`config.mk`:
```
export PLATFORM = sky130hd
export DESIGN_NAME = fetch_queue
export DESIGN_NICKNAME = d
export VERILOG_FILES = /design/src/rtl/fetch_queue.sv
export SDC_FILE = /design/constraint.sdc
export NUM_CORES = 2
export LEC_CHECK = 0
export BUFFER_PORTS_ARGS = -buffer_cell sky130_fd_sc_hd__buf_4
export CAP_MARGIN = 15
export CORE_MARGIN = 2
export CORE_UTILIZATION = 60
export CTS_CLUSTER_SIZE = 25
export DETAILED_ROUTE_END_ITERATION = 10
export GPL_ROUTABILITY_DRIVEN = 1
export PLACE_DENSITY = 0.78
export SYNTH_ARGS = -nofsm -noshare
export SYNTH_HDL_FRONTEND = slang
export SYNTH_SLANG_ARGS = --single-unit
```
`constraint.sdc`:
```
create_clock -name clk -period 8.3 [get_ports clk]
set_clock_uncertainty 0.2 [all_clocks]
set_input_delay 0.415 -clock clk [delete_from_list [all_inputs] [get_ports clk]]
set_output_delay 0.415 -clock clk [all_outputs]
set_load 0.01 [all_outputs]
```
`src/rtl/fetch_queue.sv`:
```
// fetch_queue: instruction fetch queue pairing dual-word cache responses with the PC captured at request time.
// Define FETCH_QUEUE_BYPASS_EN to present an accepted response on slot0 in its arrival cycle when the queue is empty.
module fetch_queue #(
    parameter int DEPTH      = 16,
    parameter int PC_WIDTH   = 32,
    parameter int INST_WIDTH = 32
) (
    input  logic                      clk,
    input  logic                      reset,
    input  logic                      req_fire,
    input  logic [PC_WIDTH-1:0]       req_pc,
    input  logic                      req_dual,
    input  logic                      resp_valid,
    input  logic [2*INST_WIDTH-1:0]   resp_data,
    input  logic                      flush,
    output logic                      ready_to_fetch,
    output logic [1:0]                out_valid,
    output logic [INST_WIDTH-1:0]     out_inst0,
    output logic [INST_WIDTH-1:0]     out_inst1,
    output logic [PC_WIDTH-1:0]       out_pc0,
    output logic [PC_WIDTH-1:0]       out_pc1,
    input  logic [1:0]                deq_cnt,
    output logic [$clog2(DEPTH):0]    count
);
    localparam int AW = $clog2(DEPTH);
    localparam int CW = AW + 1;

    logic [INST_WIDTH-1:0] inst_mem [DEPTH];
    logic [PC_WIDTH-1:0]   pc_mem   [DEPTH];
    logic [AW-1:0]         head, tail, head_nx1;
    logic                  pv, pdual, pdrop;
    logic [PC_WIDTH-1:0]   ppc, ppc4, w0_pc;
    logic [INST_WIDTH-1:0] inst0, inst1, w0_inst;
    logic                  acc, byp, skip;
    logic [1:0]            n_enq, n_wr, hdeq;

    assign {inst1, inst0} = resp_data;
    assign ppc4     = ppc + PC_WIDTH'(4);
    assign head_nx1 = head + AW'(1);
    assign acc      = resp_valid & pv & ~pdrop & ~flush;
    assign n_enq    = acc ? (pdual ? 2'd2 : 2'd1) : 2'd0;
`ifdef FETCH_QUEUE_BYPASS_EN
    assign byp = acc && (count == '0);
`else
    assign byp = 1'b0;
`endif
    // A bypassed word consumed by decode is never written; the rest land starting at tail.
    assign skip    = byp & deq_cnt[0];
    assign hdeq    = byp ? 2'd0 : deq_cnt;
    assign n_wr    = n_enq - (byp ? deq_cnt : 2'd0);
    assign w0_inst = skip ? inst1 : inst0;
    assign w0_pc   = skip ? ppc4 : ppc;

    assign out_valid = byp ? 2'b01 : {count >= CW'(2), count != '0};
    assign out_inst0 = byp ? inst0 : inst_mem[head];
    assign out_pc0   = byp ? ppc : pc_mem[head];
    assign out_inst1 = inst_mem[head_nx1];
    assign out_pc1   = pc_mem[head_nx1];

    // Outstanding dual request reserves two slots unless its data is landing now.
    assign ready_to_fetch = (CW'(DEPTH) - count) >= ((pv & ~pdrop & ~resp_valid) ? CW'(4) : CW'(2));

    always_ff @(posedge clk) begin
        if (n_wr != 2'd0) begin
            inst_mem[tail] <= w0_inst;
            pc_mem[tail]   <= w0_pc;
        end
        if (n_wr == 2'd2) begin
            inst_mem[tail + AW'(1)] <= inst1;
            pc_mem[tail + AW'(1)]   <= ppc4;
        end
    end

    always_ff @(posedge clk or posedge reset) begin
        if (reset) begin
            head  <= '0;
            tail  <= '0;
            count <= '0;
        end else if (flush) begin
            head  <= '0;
            tail  <= '0;
            count <= '0;
        end else begin
            head  <= head + AW'(hdeq);
            tail  <= tail + AW'(n_wr);
            count <= count + CW'(n_enq) - CW'(deq_cnt);
        end
    end

    always_ff @(posedge clk or posedge reset) begin
        if (reset) begin
            pv    <= 1'b0;
            ppc   <= '0;
            pdual <= 1'b0;
            pdrop <= 1'b0;
        end else if (req_fire) begin
            pv    <= 1'b1;
            ppc   <= req_pc;
            pdual <= req_dual;
            pdrop <= 1'b0;
        end else if (resp_valid) begin
            pv <= 1'b0;
        end else if (flush) begin
            pdrop <= 1'b1;
        end
    end

    a_resp_needs_pending: assert property (@(posedge clk) disable iff (reset) resp_valid |-> pv);
    a_one_outstanding:    assert property (@(posedge clk) disable iff (reset) (req_fire && pv) |-> resp_valid);
    a_no_overflow:        assert property (@(posedge clk) disable iff (reset) count <= CW'(DEPTH));
    a_deq_le_valid:       assert property (@(posedge clk) disable iff (reset)
                              !flush |-> deq_cnt <= (2'(out_valid[0]) + 2'(out_valid[1])));
endmodule

```
; ---- Word level (Yosys, flattened, before mapping)
; Memories as Yosys holds them, arrays and structs flattened.
; Index checks and enable logic that the tools add are counted.
[totals]
inputBits = 104
ramBits = 1024
ff_bits = 48
n_memories = 2
[op_classes]
n_eq_ne = 2
bitwise_logic = 8
add_sub_neg = 8
magnitude_cmp = 2
mux = 15
reduce_logical = 5
[mem_list]
columns = name, words, width, read_ports, rd_clocked_by_memory_dff, write_ports, line_no
row1 = inst_mem, 16, 32, 2, 0, 2, 28  ; logic [INST_WIDTH-1:0] inst_mem [DEPTH];
row2 = pc_mem, 16, 32, 2, 0, 2, 29  ; logic [PC_WIDTH-1:0] pc_mem [DEPTH];
[ops]
columns = operator, n
row1 = 32-bit by 3-bit adder with 32-bit output (second input constant), 1
row2 = 1-bit two-way mux, 9
row3 = 4-bit by 1-bit adder with 4-bit output (second input constant), 2
row4 = 4-bit by 2-bit adder with 4-bit output, 2
row5 = 4-bit two-way mux, 2
row6 = 2-bit nonzero test, 3
row7 = 5-bit by 2-bit adder with 5-bit output, 1
row8 = 1-bit bitwise AND, 5
row9 = 5-bit by 2-bit greater-or-equal comparator with 1-bit output (second input constant), 1
row10 = 5-bit by 3-bit greater-or-equal comparator with 1-bit output, 1
row11 = 5-bit two-way mux, 1
row12 = 5-bit nonzero test, 1
row13 = 5-bit by 2-bit subtractor with 5-bit output, 1
row14 = 5-bit subtractor (first input constant), 1
row15 = 2-bit two-way mux, 2
row16 = 3-bit two-way mux, 1
row17 = 1-bit NOT, 3
row18 = 2-bit equality test (second input constant), 1
row19 = 2-bit != test (second input constant), 1
row20 = 2-bit AND reduction, 1

; ---- Depth between registers and ports, before layout
[depth]
word_depth = 7
depth_mapped = 13
depth_no_buf = 13

; ---- Worst setup path after synthesis
; No wires, ideal clock.
[synth_timing]
path_kind = input to register
from = input flush
to = memory inst_mem[8][0] (enable)
n_path_buf = 2
path_stages = 5
arrival_time_ns = 5.745
path_slack_ns = 1.780
required_ns = 7.526
path_cell_list = buf_2 > nor4b_1 > buf_2 > nand2_1 > o21ai_0
[synth_lines]
columns = item, line_no
row1 = start: declaration, 15  ; input logic flush,
row2 = end: declaration, 28

; ---- Final worst setup path
[layout_timing]
from = register head[1]
to = output out_pc0[27]
[layout_between]
elab_chain_cells = 1
[layout_rtl]
columns = item, line_no
row1 = start: declaration, 30  ; logic [AW-1:0] head, tail, head_nx1;
row2 = start signal: assignment, 84  ; head <= head + AW'(hdeq);
row3 = memory 16 x 32 bit, --
row4 = end: declaration, 20  ; output logic [PC_WIDTH-1:0] out_pc0,
; Every way passes these cells.

==> reports/results.ini <==
[run_status]
status = finished clean

[finish]
drive_above_1_share_pct = 21.7
fin_nets = 5550
fillers = 6913
multiInputGateArea_um2 = 28900
area_growth_pct = 12.1
finalCoreUtilization_pct = 68.0
seq_area_um2 = 32000
final_cells = 6909

[routing]
ant_nets = 0
wl_um = 219000
dr.pass1.iters = 10
drt-initial-drc-count = 9069
route.detailed.drc = 0
avgViaCountPerCell = 7.16
post_drt_wl_per_cell_um = 31.7
num_vias = 49400

[power_and_ir_drop]
total_power_uw = 14500
pwr_density_cell_nw_per_um2 = 206
power.share.sequential_pct = 42.3
p_clk_share_pct = 35.9
p_int_uw = 10400
ir_drop_v = 0.000248
switching_share_pct = 28.2
p_leak_uw = 0.0249
p_switching_uw = 4090
combPwrFrac_pct = 21.7

[worst_hold_path]
hold_start = req_fire
hold_class = in2reg

[logic_synthesis]
synth_edf_count = 1024
yosys_register_bits = 1072
synth_cell_types = 57
syn_nets = 5545
ys_top_cells_by_area = edfxtp_1, mux4_2, nand2_1, xnor2_1, a22oi_1
synth_seq_area_share_pct = 50.7
syn_inst = 5418
async_flop_share_pct = 4.48
synth_top_area_share_pct = 48.8
ys_warn_count = 0
synth_area_per_cell_um2 = 11.6
synth.largest_area_cell = edfxtp_1
netlist_area_um2 = 63000
synthTopCellsByCount = nand2_1, edfxtp_1, mux4_2
synth_ff_type = edfxtp_1
synth_most_common_cell = nand2_1

[setup_path]
crit_start = head[1]
critical_path.top_delay_family = buffers and inverters
critPathKind = reg2out
critical-path-max-stage-delay_ns = 0.95
path_buf_inv = 3
cpMaxStageDelayCell = dfrtp_4
startpoint_type = register
cp.arrival_ns = 4.89
crit_required_ns = 7.69
cpMostUsedCell = buf_4
r2r-start = tail[1]
endpoint_kind = primary output
crit_chain = buf_12 > buf_4 > mux4_2 > a22oi_1 > nand2_1 > buf_4
crit_fanout = 96

[timing]
hold_viol = 0
fin_crit_sh_pct = 66.4
relSlewSlack_pct = 12.0
max_clock_freq_ghz = 0.182
max_slew.worst_pin.slew_ns = 1.32
setup_viol = 0
setup_tns_ns = 0
finalCriticalPeriod_ns = 5.51
drv_slew = 0
rsz0062_at_grt = false

[grt]
grt.overflow.total = 0
grt_pass1_vias = 48800
antenna_found_initial = 11
grt_max_degree = 169
track_usage_pct = 40.5
grt_pass1_wl_um = 316000

[cts]
clock_latency_ns = 0.74
cts_resized = 0
clkTransAtPathRegs_ns = 0.06
h-tree-depth = 3
cts_inserted_buffers = 115
ctsRootBufferMaster = clkbuf_16
cts_tree = done
clkSinkCount = 1072
clockBufferDepth = 3

[placement]
hpwl_um = 113000
place_congestion = 0.846
placed_cells = 6548
portBuffers = 239

[floorplanning]
die-width_um = 328
core_area_um2 = 104000
die_area_um2 = 108000
rows = 118
ios = 240
die_y_um = 328
start_util_pct = 60.7

[job]
drv_cap = 0

## power by group through the flow
stage / registers [µW] / clock network, µW / logic (µW)
4_1_cts: 6140 / 5190 / 3080
3_3_place_gp: 6250 / 0 / 2950
5_1_grt: 6140 / 5400 / 3300
3_5_place_dp: 6250 / 0 / 3020
2_1_floorplan: 6180 / 0 / 2050
6_report: 6140 / 5220 / 3160
## cell families (layout without fill, tap and decap cells)
kind of cell | count (synthesis) | count (layout) | share of synthesized area [%]
AO/OA/AOI/OAI | 362 | 362 | 3.67
XOR/XNOR | 457 | 457 | 6.35
adder cells (fa/ha/maj) | 23 | 23 | 0.504
buffers and inverters | 631 | 735 | 4.28
flip-flops | 1072 | 1072 | 50.7
multiplexers | 542 | 542 | 18.8
other | 0 | 7 | 0
AND/OR/NAND/NOR | 2331 | 2331 | 15.6
## path summary, 6_finish.rpt
check	cells after the start	end	slack [ns]
min in group asynchronous	4	ppc[23]	0.32
setup reg to reg	4	pc_mem[0][9]	3.67
hold reg to reg	1	ppc[9]	0.33
hold / removal	2	pdrop	0.05
setup / recovery	6	out_pc0[27]	2.79
max in group asynchronous	4	head[0]	6.81
## sequential cells by signal (all words and copies together), names as in the netlist
name,count
inst_mem,512
pc_mem,512
ppc,32
count,5
head,4
tail,4
pdrop,1
pdual,1
pv,1
## repair_timing
item                                    CTS  global route
hold buffers                            133             0
endpoints found under the hold margin   608             0
setup buffers                             0             0
endpoints found under the setup margin    0             0
## layout make-up
type / count / share of cell area (%)
sequential: 1072 / 45.3
multi-input combinational: 3715 / 40.9
timing repair buffer: 497 / 5.90
clock buffer: 156 / 4.46
tap: 1380 / 2.45
clock inverter: 60 / 0.881
inverter: 22 / 0.117
antenna: 7 / 0.0248
## through the flow
| stage | cell area [µm²] | setup WS, ns | hold WS (ns) |
|---|---|---|---|
| 4_1_cts | 70500 | 2.83 | 0.0205 |
| 5_1_grt | 70600 | 2.60 | 0.0521 |
| 3_5_place_dp | 65400 | 3.62 | 0.320 |
| 2_1_floorplan | 63000 | 1.78 | 0.336 |
| 3_3_place_gp | 65400 | 3.63 | 0.295 |
| 6_report | 70600 | 2.79 | 0.0482 |
## placed cells by master, fill, tap and decap left out, types with 26 or more instances in the layout
master / netlist / final
nand2_1: 1832 / 1832
edfxtp_1: 1024 / 1024
mux4_2: 512 / 512
buf_4: 19 / 357
xnor2_1: 312 / 312
a22oi_1: 191 / 191
o21ai_0: 155 / 151
xor2_1: 145 / 145
nand3_1: 154 / 138
dlygate4sd3_1: 0 / 133
clkbuf_16: 0 / 115
nor3_1: 95 / 87
nor2_1: 76 / 62
nand4_1: 54 / 54
dfrtp_1: 48 / 46
mux2_2: 30 / 30
clkbuf_1: 312 / 29
clkinv_2: 0 / 26
## routing by layer
metal	global-route usage [%]	wire length (µm)
met1	51.7	67000
met2	58.9	94400
met3	14.5	41000
met4	26.1	16900
met5	0	78
(Power assumes the default switching activity.)
